===== src/rtl/fu_load_store_pkg.sv =====
// rtl/fu_load_store_pkg.sv - shared types for the load/store functional unit
package fu_load_store_pkg;

  localparam int GPR_SIZE     = 64;
  localparam int ROB_IDX_SIZE = 6;
  localparam int ADDR_SIZE    = 64;

  typedef enum logic [3:0] {
    FU_OP_NOP,
    FU_OP_ADD,
    FU_OP_SUB,
    FU_OP_AND,
    FU_OP_ORR,
    FU_OP_EOR,
    FU_OP_LSL,
    FU_OP_LSR,
    FU_OP_LDUR,
    FU_OP_STUR,
    FU_OP_CBZ,
    FU_OP_B
  } fu_op_t;

  typedef enum logic [2:0] {LS_IDLE, LS_REQ, LS_WAIT, LS_RESP, LS_DRAIN} ls_state_t;

  typedef struct packed {
    logic                 we;
    logic [ADDR_SIZE-1:0] addr;
    logic [GPR_SIZE-1:0]  wdata;
  } mem_req_t;

  // Only 64-bit accesses exist, so any low address bit set is a misalignment.
  function automatic logic ls_op_bad(fu_op_t op, logic [2:0] addr_lo);
    return !(op == FU_OP_LDUR || op == FU_OP_STUR) || (addr_lo != 3'd0);
  endfunction

endpackage


===== src/rtl/fu_load_store_if.sv =====
// rtl/fu_load_store_if.sv - req/gnt/rvalid data-memory bus
interface fu_load_store_if
  import fu_load_store_pkg::*;
#(
  parameter int ADDR_W = ADDR_SIZE,
  parameter int DATA_W = GPR_SIZE
);
  logic              req;
  logic              we;
  logic [ADDR_W-1:0] addr;
  logic [DATA_W-1:0] wdata;
  logic              gnt;
  logic              rvalid;
  logic [DATA_W-1:0] rdata;

  modport master (output req, we, addr, wdata, input gnt, rvalid, rdata);
  modport slave  (input req, we, addr, wdata, output gnt, rvalid, rdata);
endinterface


===== src/rtl/fu_load_store_mem_port.sv =====
// rtl/fu_load_store_mem_port.sv - single-outstanding memory handshake (REQ/WAIT/DRAIN)
module fu_load_store_mem_port
  import fu_load_store_pkg::*;
(
  input  logic                in_clk,
  input  logic                in_rst,
  input  logic                launch,
  input  logic                flush,
  input  mem_req_t            req,
  fu_load_store_if.master     mem,
  output logic                busy,
  output logic                rsp_fire,
  output logic [GPR_SIZE-1:0] rsp_data
);

  ls_state_t state, state_d;

  always_ff @(posedge in_clk) begin
    if (in_rst) state <= LS_IDLE;
    else        state <= state_d;
  end

  always_comb begin
    state_d   = state;
    rsp_fire  = 1'b0;
    busy      = (state != LS_IDLE);
    rsp_data  = mem.rdata;
    mem.req   = (state == LS_REQ);
    mem.we    = (state == LS_REQ) ? req.we : 1'b0;
    mem.addr  = (state == LS_REQ) ? req.addr : '0;
    mem.wdata = (state == LS_REQ) ? req.wdata : '0;
    case (state)
      LS_IDLE: if (launch && !flush) state_d = LS_REQ;
      LS_REQ: begin
        // A granted access must still be drained on flush unless its response is already here.
        if (mem.gnt) begin
          if (mem.rvalid) begin
            state_d  = LS_IDLE;
            rsp_fire = !flush;
          end else begin
            state_d = flush ? LS_DRAIN : LS_WAIT;
          end
        end else if (flush) begin
          state_d = LS_IDLE;
        end
      end
      LS_WAIT: begin
        if (mem.rvalid) begin
          state_d  = LS_IDLE;
          rsp_fire = !flush;
        end else if (flush) begin
          state_d = LS_DRAIN;
        end
      end
      LS_DRAIN: if (mem.rvalid) state_d = LS_IDLE;
      default:  state_d = LS_IDLE;
    endcase
  end

endmodule


===== src/rtl/fu_load_store.sv =====
// rtl/fu_load_store.sv - load/store unit: issue latch, alignment check, ROB broadcast
module fu_load_store
  import fu_load_store_pkg::*;
#(
  parameter int GPR_W     = GPR_SIZE,
  parameter int ROB_IDX_W = ROB_IDX_SIZE,
  parameter int ADDR_W    = ADDR_SIZE
) (
  input  logic                 in_clk,
  input  logic                 in_rst,
  input  logic                 in_start,
  input  fu_op_t               in_fu_op,
  input  logic [GPR_W-1:0]     in_val_a,
  input  logic [GPR_W-1:0]     in_val_b,
  input  logic [ROB_IDX_W-1:0] in_dst_rob_index,
  input  logic                 in_rob_is_mispred,
  output logic                 out_ready,
  fu_load_store_if.master      mem,
  output logic                 out_rob_done,
  output logic [ROB_IDX_W-1:0] out_rob_index,
  output logic [GPR_W-1:0]     out_rob_value,
  output logic                 out_rob_exc
);

  // pend marks the decode cycle between issue and either REQ or the exception response.
  logic                 pend;
  logic                 done_q;
  logic                 exc_q;
  fu_op_t               op_q;
  mem_req_t             req_q;
  logic [ROB_IDX_W-1:0] dst_q;
  logic [GPR_W-1:0]     value_q;
  logic [ADDR_W-1:0]    addr_a;
  logic                 mem_busy;
  logic                 rsp_fire;
  logic [GPR_SIZE-1:0]  rsp_data;
  logic                 accept;
  logic                 bad;
  logic                 launch;

  assign addr_a    = ADDR_W'(in_val_a);
  assign out_ready = !(pend || mem_busy || done_q);
  assign accept    = in_start && out_ready && !in_rob_is_mispred;
  assign bad       = ls_op_bad(op_q, req_q.addr[2:0]);
  assign launch    = pend && !bad && !in_rob_is_mispred;

  always_ff @(posedge in_clk) begin
    if (in_rst) begin
      pend    <= 1'b0;
      done_q  <= 1'b0;
      exc_q   <= 1'b0;
      op_q    <= FU_OP_NOP;
      req_q   <= '0;
      dst_q   <= '0;
      value_q <= '0;
    end else begin
      done_q <= 1'b0;
      if (accept) begin
        pend        <= 1'b1;
        op_q        <= in_fu_op;
        req_q.we    <= (in_fu_op == FU_OP_STUR);
        req_q.addr  <= ADDR_SIZE'(addr_a);
        req_q.wdata <= GPR_SIZE'(in_val_b);
        dst_q       <= in_dst_rob_index;
      end
      if (pend) begin
        pend <= 1'b0;
        if (bad && !in_rob_is_mispred) begin
          done_q  <= 1'b1;
          exc_q   <= 1'b1;
          value_q <= '0;
        end
      end
      if (rsp_fire) begin
        done_q  <= 1'b1;
        exc_q   <= 1'b0;
        value_q <= req_q.we ? '0 : GPR_W'(rsp_data);
      end
    end
  end

  // A flush in the response cycle must still suppress the broadcast.
  assign out_rob_done  = done_q && !in_rob_is_mispred;
  assign out_rob_index = dst_q;
  assign out_rob_value = value_q;
  assign out_rob_exc   = exc_q;

  fu_load_store_mem_port u_mem_port (
    .in_clk   (in_clk),
    .in_rst   (in_rst),
    .launch   (launch),
    .flush    (in_rob_is_mispred),
    .req      (req_q),
    .mem      (mem),
    .busy     (mem_busy),
    .rsp_fire (rsp_fire),
    .rsp_data (rsp_data)
  );

endmodule


===== src/flat_wrapper.sv =====
// flat-port wrapper written by rule: the top's interface ports become plain ports
module fu_load_store_flat import fu_load_store_pkg::*;
#(
  parameter int GPR_W     = GPR_SIZE,
  parameter int ROB_IDX_W = ROB_IDX_SIZE,
  parameter int ADDR_W    = ADDR_SIZE
)
  (in_clk, in_rst, in_start, in_fu_op, in_val_a, in_val_b, in_dst_rob_index, in_rob_is_mispred, out_ready, out_rob_done, out_rob_index, out_rob_value, out_rob_exc, mem_req, mem_we, mem_addr, mem_wdata, mem_gnt, mem_rvalid, mem_rdata);
  fu_load_store_if #(.ADDR_W(ADDR_W)) mem_i ();
  input  logic in_clk;
  input  logic in_rst;
  input  logic in_start;
  input  fu_op_t in_fu_op;
  input  logic [GPR_W-1:0] in_val_a;
  input  logic [GPR_W-1:0] in_val_b;
  input  logic [ROB_IDX_W-1:0] in_dst_rob_index;
  input  logic in_rob_is_mispred;
  output logic out_ready;
  output logic out_rob_done;
  output logic [ROB_IDX_W-1:0] out_rob_index;
  output logic [GPR_W-1:0] out_rob_value;
  output logic out_rob_exc;
  output wire logic [$bits(mem_i.req)-1:0] mem_req;
  output wire logic [$bits(mem_i.we)-1:0] mem_we;
  output wire logic [$bits(mem_i.addr)-1:0] mem_addr;
  output wire logic [$bits(mem_i.wdata)-1:0] mem_wdata;
  input wire logic [$bits(mem_i.gnt)-1:0] mem_gnt;
  input wire logic [$bits(mem_i.rvalid)-1:0] mem_rvalid;
  input wire logic [$bits(mem_i.rdata)-1:0] mem_rdata;
  assign mem_req = mem_i.req;
  assign mem_we = mem_i.we;
  assign mem_addr = mem_i.addr;
  assign mem_wdata = mem_i.wdata;
  assign mem_i.gnt = mem_gnt;
  assign mem_i.rvalid = mem_rvalid;
  assign mem_i.rdata = mem_rdata;
  fu_load_store #(.GPR_W(GPR_W), .ROB_IDX_W(ROB_IDX_W), .ADDR_W(ADDR_W)) u_core (.in_clk(in_clk), .in_rst(in_rst), .in_start(in_start), .in_fu_op(in_fu_op), .in_val_a(in_val_a), .in_val_b(in_val_b), .in_dst_rob_index(in_dst_rob_index), .in_rob_is_mispred(in_rob_is_mispred), .out_ready(out_ready), .mem(mem_i), .out_rob_done(out_rob_done), .out_rob_index(out_rob_index), .out_rob_value(out_rob_value), .out_rob_exc(out_rob_exc));
endmodule

===== config.mk =====
export PLATFORM = sky130hd
export DESIGN_NAME = fu_load_store_flat
export DESIGN_NICKNAME = d
export VERILOG_FILES = /design/src/rtl/fu_load_store_pkg.sv /design/src/rtl/fu_load_store_if.sv /design/src/rtl/fu_load_store_mem_port.sv /design/src/rtl/fu_load_store.sv /design/src/flat_wrapper.sv
export SDC_FILE = /design/constraint.sdc
export NUM_CORES = 1
export LEC_CHECK = 0
export BUFFER_PORTS_ARGS = -buffer_cell sky130_fd_sc_hd__buf_2
export CAP_MARGIN = 15
export CORE_AREA = 3 3 160 162
export CTS_BUF_LIST = sky130_fd_sc_hd__clkbuf_8 sky130_fd_sc_hd__clkbuf_16
export CTS_CLUSTER_DIAMETER = 80
export DETAILED_ROUTE_END_ITERATION = 6
export DIE_AREA = 0 0 163 165
export GPL_ROUTABILITY_DRIVEN = 0
export PLACE_DENSITY_LB_ADDON = 0.08
export SETUP_SLACK_MARGIN = 0.15
export SYNTH_ARGS = -nofsm -noshare
export SYNTH_HDL_FRONTEND = slang
export SYNTH_SLANG_ARGS = --single-unit

===== constraint.sdc =====
create_clock -name in_clk -period 5.4 [get_ports in_clk]
set_input_delay 0.27 -clock in_clk [delete_from_list [all_inputs] [get_ports in_clk]]
set_output_delay 0.27 -clock in_clk [all_outputs]
set_load 0.02 [all_outputs]

# After elaboration in Yosys (flattened, before gate mapping)
# Index checks and enable logic that the tools add are counted.
# W data, S select, Z words.
word_totals:
  in_bits: 208
  register_bits: 209
  output_inout_bits: 203
  wordCells: 68
classes:
  eq_ne: 10
  n_reduce_logical: 25
  mux: 23
op_table:
  columns: ["cell", "n"]
  rows:
  - ["$mux W64", 6]
  - ["$mux W3", 8]
  - ["$eq A4 B4 Y1 const B", 3]
  - ["$pmux W3 S4", 1]
  - ["$logic_and A1 B1 Y1", 7]
  - ["$mux W1", 7]
  - ["$reduce_bool A3 Y1", 2]
  - ["$logic_not A1 Y1", 4]
  - ["$logic_or A1 B1 Y1", 4]
  - ["$ne A2 B2 Y1 const B", 2]
  - ["$reduce_and A2 Y1", 2]
  - ["$reduce_and A4 Y1", 1]
  - ["$reduce_bool A2 Y1", 2]
  - ["$reduce_or A2 Y1", 2]
  - ["$eq A3 B1 Y1 const B", 1]
  - ["$eq A3 B2 Y1 const B", 1]
  - ["$eq A3 B3 Y1 const B", 1]
  - ["$logic_not A3 Y1", 1]
  - ["$ne A3 B2 Y1 const B", 1]
  - ["$ne A3 B3 Y1 const B", 1]
  - ["$pmux W1 S2", 1]

# Depth between registers and ports, before layout
depth:
  word_depth: 10
  depth_mapped: 7
  depth_no_buf: 3

# Hierarchy
# Synthesis repeated with hierarchy kept, for this count alone.
hier_totals:
  hier_cells: 1023
  hier_area_um2: 8994.9
by_module_without_submodules:
  columns: ["mod", "seq_area_each_um2", "cells_each", "area_each_um2", "n_inst"]
  rows:
  - ["fu_load_store", 4103.9, 791, 7370.8, 1]
  - ["fu_load_store_mem_port", 60.1, 232, 1624.1, 1]

# Least setup slack after synthesis
# No wires, ideal clock.
synth_path:
  path_kind: "register to output"
  startpoint: "register u_core.u_mem_port.state[0]"
  endpoint: "output out_ready"
  n_path_buf: 3
  t_arrival_ns: 1.597
  setup_slack_ns: 3.533
  required_ns: 5.130
  path_stages_with_launch: 6
  path_cell_list: "dfxtp_1 or4_1 buf_2 buf_2 buf_2 nor2_1"
synth_between:
  elab_chain_len: 4
synth_lines:
  columns: ["element", "line_no", "text"]
  rows:
  - ["from (decl)", "fu_load_store_mem_port.sv:16", "ls_state_t state, state_d;"]
  - ["from (signal assigned)", "fu_load_store_mem_port.sv:20", "else state <= state_d;"]
  - ["$reduce_bool A3 Y1", "fu_load_store_mem_port.sv:26", "busy = (state != LS_IDLE);"]
  - ["$logic_or A1 B1 Y1 (2 in series)", "fu_load_store.sv:42", "assign out_ready = !(pend || mem_busy || done_q);"]
  - ["$logic_not A1 Y1", "fu_load_store.sv:42", null]
  - ["to (decl)", "flat_wrapper.sv:18", "output logic out_ready;"]
# No other way between the ends.

# Worst setup path in the final report
layout_path:
  startpoint: "register u_core.u_mem_port.state[0]"
  endpoint: "output mem_wdata[49]"
layout_between:
  elab_chain_len: 2
layout_lines:
  columns: ["element", "line_no", "text"]
  rows:
  - ["$eq A3 B1 Y1", "fu_load_store_mem_port.sv:31", "mem.wdata = (state == LS_REQ) ? req.wdata : '0;"]
  - ["$mux W64", "fu_load_store_mem_port.sv:31", null]
  - ["to (decl)", "flat_wrapper.sv:26", "output wire logic [$bits(mem_i.wdata)-1:0] mem_wdata;"]
# No other way between the ends.

==> summary.md <==
| Metric | Value |
|---|---|
| Run status | `finished, final reports clean` |
| Startpoint kind of the worst setup timing path | `flop` |
| Net Count, Synth | `1360` |
| Worst supply voltage drop on vdd | `0.000179 V` |
| Fraction of final layout cells with drive strength greater than 1 | `0.327` |
| Proportion of synthesized chip area in sequential cells | `0.410` |
| Initial cell density of the core | `0.419` |
| Number of setup violations in the final report | `0` |
| Number of max-slew violations in the final report | `0` |
| Area growth, synth to finish | `27.7%` |
| Number of violations reported at the end of detailed-routing iteration 0 | `1019` |
| HPWL after DPL | `22.2 mm` |
| Hold_buf cts | `2` |
| Via count of the first global-routing pass | `9805` |
| Area of the core | `0.0242 mm2` |
| R2R Path End | `u_core.req_q[125]$_SDFFE_PP0P_` |
| # rows | `57` |
| Final worst-path cycle share | `0.494` |
| Critical path's slowest cell | `sky130_fd_sc_hd__buf_4` |
| Post-detailed-route DRC marker count | `0` |
| Final TNS setup | `0 ps` |
| Total Routed Length | `36.4 mm` |
| Count of mapped cells out of synthesis | `1152` |
| GR peak layer | `met2` |
| Port Buffers | `410` |
| Startpoint of the tightest hold check path | `mem_rdata[63]` |
| Final-layout fill cell count | `2394` |
| Layout net count | `1644` |
| Yosys warning total | `0` |
| H-tree lvl count | `1` |
| Met2 track demand over resource | `0.398` |
| TritonCTS clock tree | `yes` |
| Initial antenna violation count | `16` |
| Number of setup buffers added after CTS | `0` |
| Number of top-level design ports | `411` |
| Commonest cells after routing, fill and taps aside | `409 x sky130_fd_sc_hd__buf_2, 207 x sky130_fd_sc_hd__dfxtp_1, 140 x sky130_fd_sc_hd__a21oi_1` |
| # resized after CTS | `0` |
| Hold Path Depth | `3` |
| Max-capacitance violation count | `0` |
| Crit path cell chain | `nor3b_2 -> buf_4 -> and2_1 -> buf_2` |
| Most common cell after layout, fill and taps aside | `sky130_fd_sc_hd__buf_2` |
| Critical path arrival | `2400 ps` |
| Highest net fanout along the worst path | `106` |
| Buffer cell driving the clock tree root | `sky130_fd_sc_hd__clkbuf_16` |
| First-pass DRT Iterations | `5` |
| Met1 Track Usage GR | `0.311` |
| Endpoint class of the critical path | `primary output` |
| Sequential standard cell area | `0.00417 mm2` |
| CP max stage delay | `640 ps` |
| Kind of cell adding the most delay to the critical path | `buffers and inverters` |
| Clk_lat worst skew | `510 ps` |
| Number of sinks driven by the clock tree | `208` |
| Power, Total | `3.49 mW` |
| Antenna Nets Post-Route | `0` |
| Total of flip-flops plus latches after synthesis | `208` |
| Worst hold path class | `in2reg` |
| Leak pwr | `5.44 nW` |
| Die ar. | `0.0269 mm2` |
| Setup repair after global routing missed its margin | `no` |
| Hold-critical path endpoint | `u_core.out_rob_value[63]$_SDFFE_PP0P_` |
| Maximum buffer depth of the clock tree | `3` |
| Total buffers and inverters traversed by the critical path | `2` |
| Cell count of the worst reg-to-reg path | `4` |
| Congestion Overflow GR | `0` |
| FF-to-FF Start | `u_core.u_mem_port.state[0]$_SDFFE_PP0P_` |
| Mean number of vias per cell | `5.81` |
| Grt met3 use | `0.0717` |
| Time the worst path needs with I/O delays and setup | `2670 ps` |
| Summed instance area of the synthesized netlist | `0.0102 mm2` |
| Overall fraction of global-route tracks in use | `0.245` |
| Kind of critical path | `reg2out` |
| Average wire per cell in the routed design | `20.3 um` |
| Die outline height | `165 um` |
| Required time of the worst setup path | `5130 ps` |
| Post-CTS clock slew at the launch and capture registers of the worst setup and hold paths | `60 ps` |
| Largest net degree at the start of global routing | `131` |
| Per-instance average area after synthesis | `8.82 um2` |
| Total via count after detailed routing | `10400` |
| Power density over the cells | `268 mW/mm2` |
| Final hold violation count | `0` |
| Area occupied by multi-input gates | `0.00514 mm2` |
| Number of buffers created by CTS | `25` |
| Share of the core filled with cells | `0.535` |
| Clock Skews | `6.71 ps` |
| Chip Width | `163 um` |
| Unique masters post-synth | `30` |
| Slack of the worst reg-to-reg path | `2790 ps` |
| Global-route wire length before repair | `54.4 mm` |
| Worst slew margin relative to its limit | `0.256` |
| Worst Max-Slew Pin Slew | `1120 ps` |
| F_max | `0.375 GHz` |
==> how the worst max path moves through the flow <==
stage / start / end / slack (ps) / cells after the start
after global placement: in_rob_is_mispred / u_core.req_q[12]$_SDFFE_PP0P_ / 2900 / 5
after detailed placement: u_core.u_mem_port.state[0]$_SDFFE_PP0P_ / u_core.req_q[125]$_SDFFE_PP0P_ / 2850 / 4
final: u_core.u_mem_port.state[0]$_SDFFE_PP0P_ / mem_wdata[49] / 2730 / 4
after global routing: u_core.u_mem_port.state[0]$_SDFFE_PP0P_ / mem_wdata[49] / 2540 / 4
after floorplan: u_core.u_mem_port.state[0]$_SDFFE_PP0P_ / out_ready / 3530 / 5
after CTS: u_core.u_mem_port.state[0]$_SDFFE_PP0P_ / mem_wdata[62] / 2680 / 4
==> logic make-up after synthesis <==
| family | Yosys count | synth area share |
|---|---|---|
| buffers and inverters | 240 | 0.0906 |
| DFF | 208 | 0.410 |
| AOI/OAI and AO/OA | 414 | 0.287 |
| and+or+nand+nor | 290 | 0.212 |
==> routing by layer <==
| layer | routed length (um) | up-vias |
|---|---|---|
| met4 | 1010 | 10 |
| li1 | - | 4976 |
| met3 | 2980 | 68 |
| met5 | 58 | - |
| met2 | 17400 | 397 |
| met1 | 15000 | 4961 |
==> power breakdown <==
| part | switching (mW) | total (mW) | internal (mW) |
|---|---|---|---|
| logic | 0.192 | 0.306 | 0.113 |
| clock network | 0.652 | 1.57 | 0.916 |
| registers | 0.0271 | 1.61 | 1.58 |
| total | 0.872 | 3.49 | 2.61 |
==> synthesized netlist by cell type <==
cell type / n / area [um2]
sky130_fd_sc_hd__o2111ai_1: 64 / 561
sky130_fd_sc_hd__nand2_1: 1 / 3.75
sky130_fd_sc_hd__a21oi_1: 140 / 701
sky130_fd_sc_hd__nor3_1: 1 / 5.00
sky130_fd_sc_hd__o41ai_1: 64 / 561
sky130_fd_sc_hd__nand4_1: 1 / 6.26
sky130_fd_sc_hd__nor2b_1: 4 / 25.0
sky130_fd_sc_hd__and3b_1: 1 / 8.76
sky130_fd_sc_hd__o21a_1: 1 / 7.51
sky130_fd_sc_hd__buf_1: 15 / 56.3
sky130_fd_sc_hd__nor4_1: 3 / 18.8
sky130_fd_sc_hd__or4_1: 2 / 15.0
sky130_fd_sc_hd__nor4b_1: 1 / 8.76
sky130_fd_sc_hd__nor3b_1: 2 / 15.0
sky130_fd_sc_hd__a311o_1: 1 / 10.0
sky130_fd_sc_hd__nor2_1: 4 / 15.0
sky130_fd_sc_hd__inv_1: 67 / 251
sky130_fd_sc_hd__a311oi_2: 1 / 15.0
sky130_fd_sc_hd__nand4b_1: 137 / 1200
sky130_fd_sc_hd__o21ai_0: 3 / 15.0
sky130_fd_sc_hd__a221oi_1: 1 / 8.76
sky130_fd_sc_hd__clkbuf_1: 142 / 533
sky130_fd_sc_hd__or4bb_1: 1 / 11.3
sky130_fd_sc_hd__o31ai_1: 138 / 1040
sky130_fd_sc_hd__dfxtp_1: 208 / 4160
sky130_fd_sc_hd__and2_1: 129 / 807
sky130_fd_sc_hd__a211oi_1: 1 / 7.51
sky130_fd_sc_hd__or2_2: 1 / 6.26
sky130_fd_sc_hd__buf_2: 16 / 80.1
sky130_fd_sc_hd__nand2b_1: 2 / 12.5
==> cell type report <==
cell class,instances,area share
antenna,14,0.00270
clock buffer,31,0.0545
clock inverter,14,0.00443
inverter,67,0.0194
multi-input combinational,704,0.396
sequential,208,0.321
tap,324,0.0312
timing repair buffer,430,0.170
==> worst reg2reg max path, cell delays in order, from the launching register on <==
cell	delay, ps
sky130_fd_sc_hd__dfxtp_1	500
sky130_fd_sc_hd__or4_4	820
sky130_fd_sc_hd__buf_4	800
sky130_fd_sc_hd__o31ai_1	220
sky130_fd_sc_hd__a21oi_1	210
==> state kept, by name, summed over array words and instances (netlist names) <==
register,count
u_core.req_q,129
u_core.out_rob_value,64
u_core.out_rob_index,6
u_core.op_q,3
u_core.u_mem_port.state,3
u_core.done_q,1
u_core.out_rob_exc,1
u_core.pend,1
==> stage by stage <==
stage	cell area, um2	cells	setup slack, ps	hold slack [ps]
3_5_place_dp	12200	1731	2850	451
5_1_grt	13000	1788	2540	11.7
3_3_place_gp	12200	1731	2900	447
2_1_floorplan	10200	1152	3530	347
4_1_cts	12900	1778	2680	0.653
6_report	13000	1792	2730	14.5
Power figures use the tool's default switching activity.
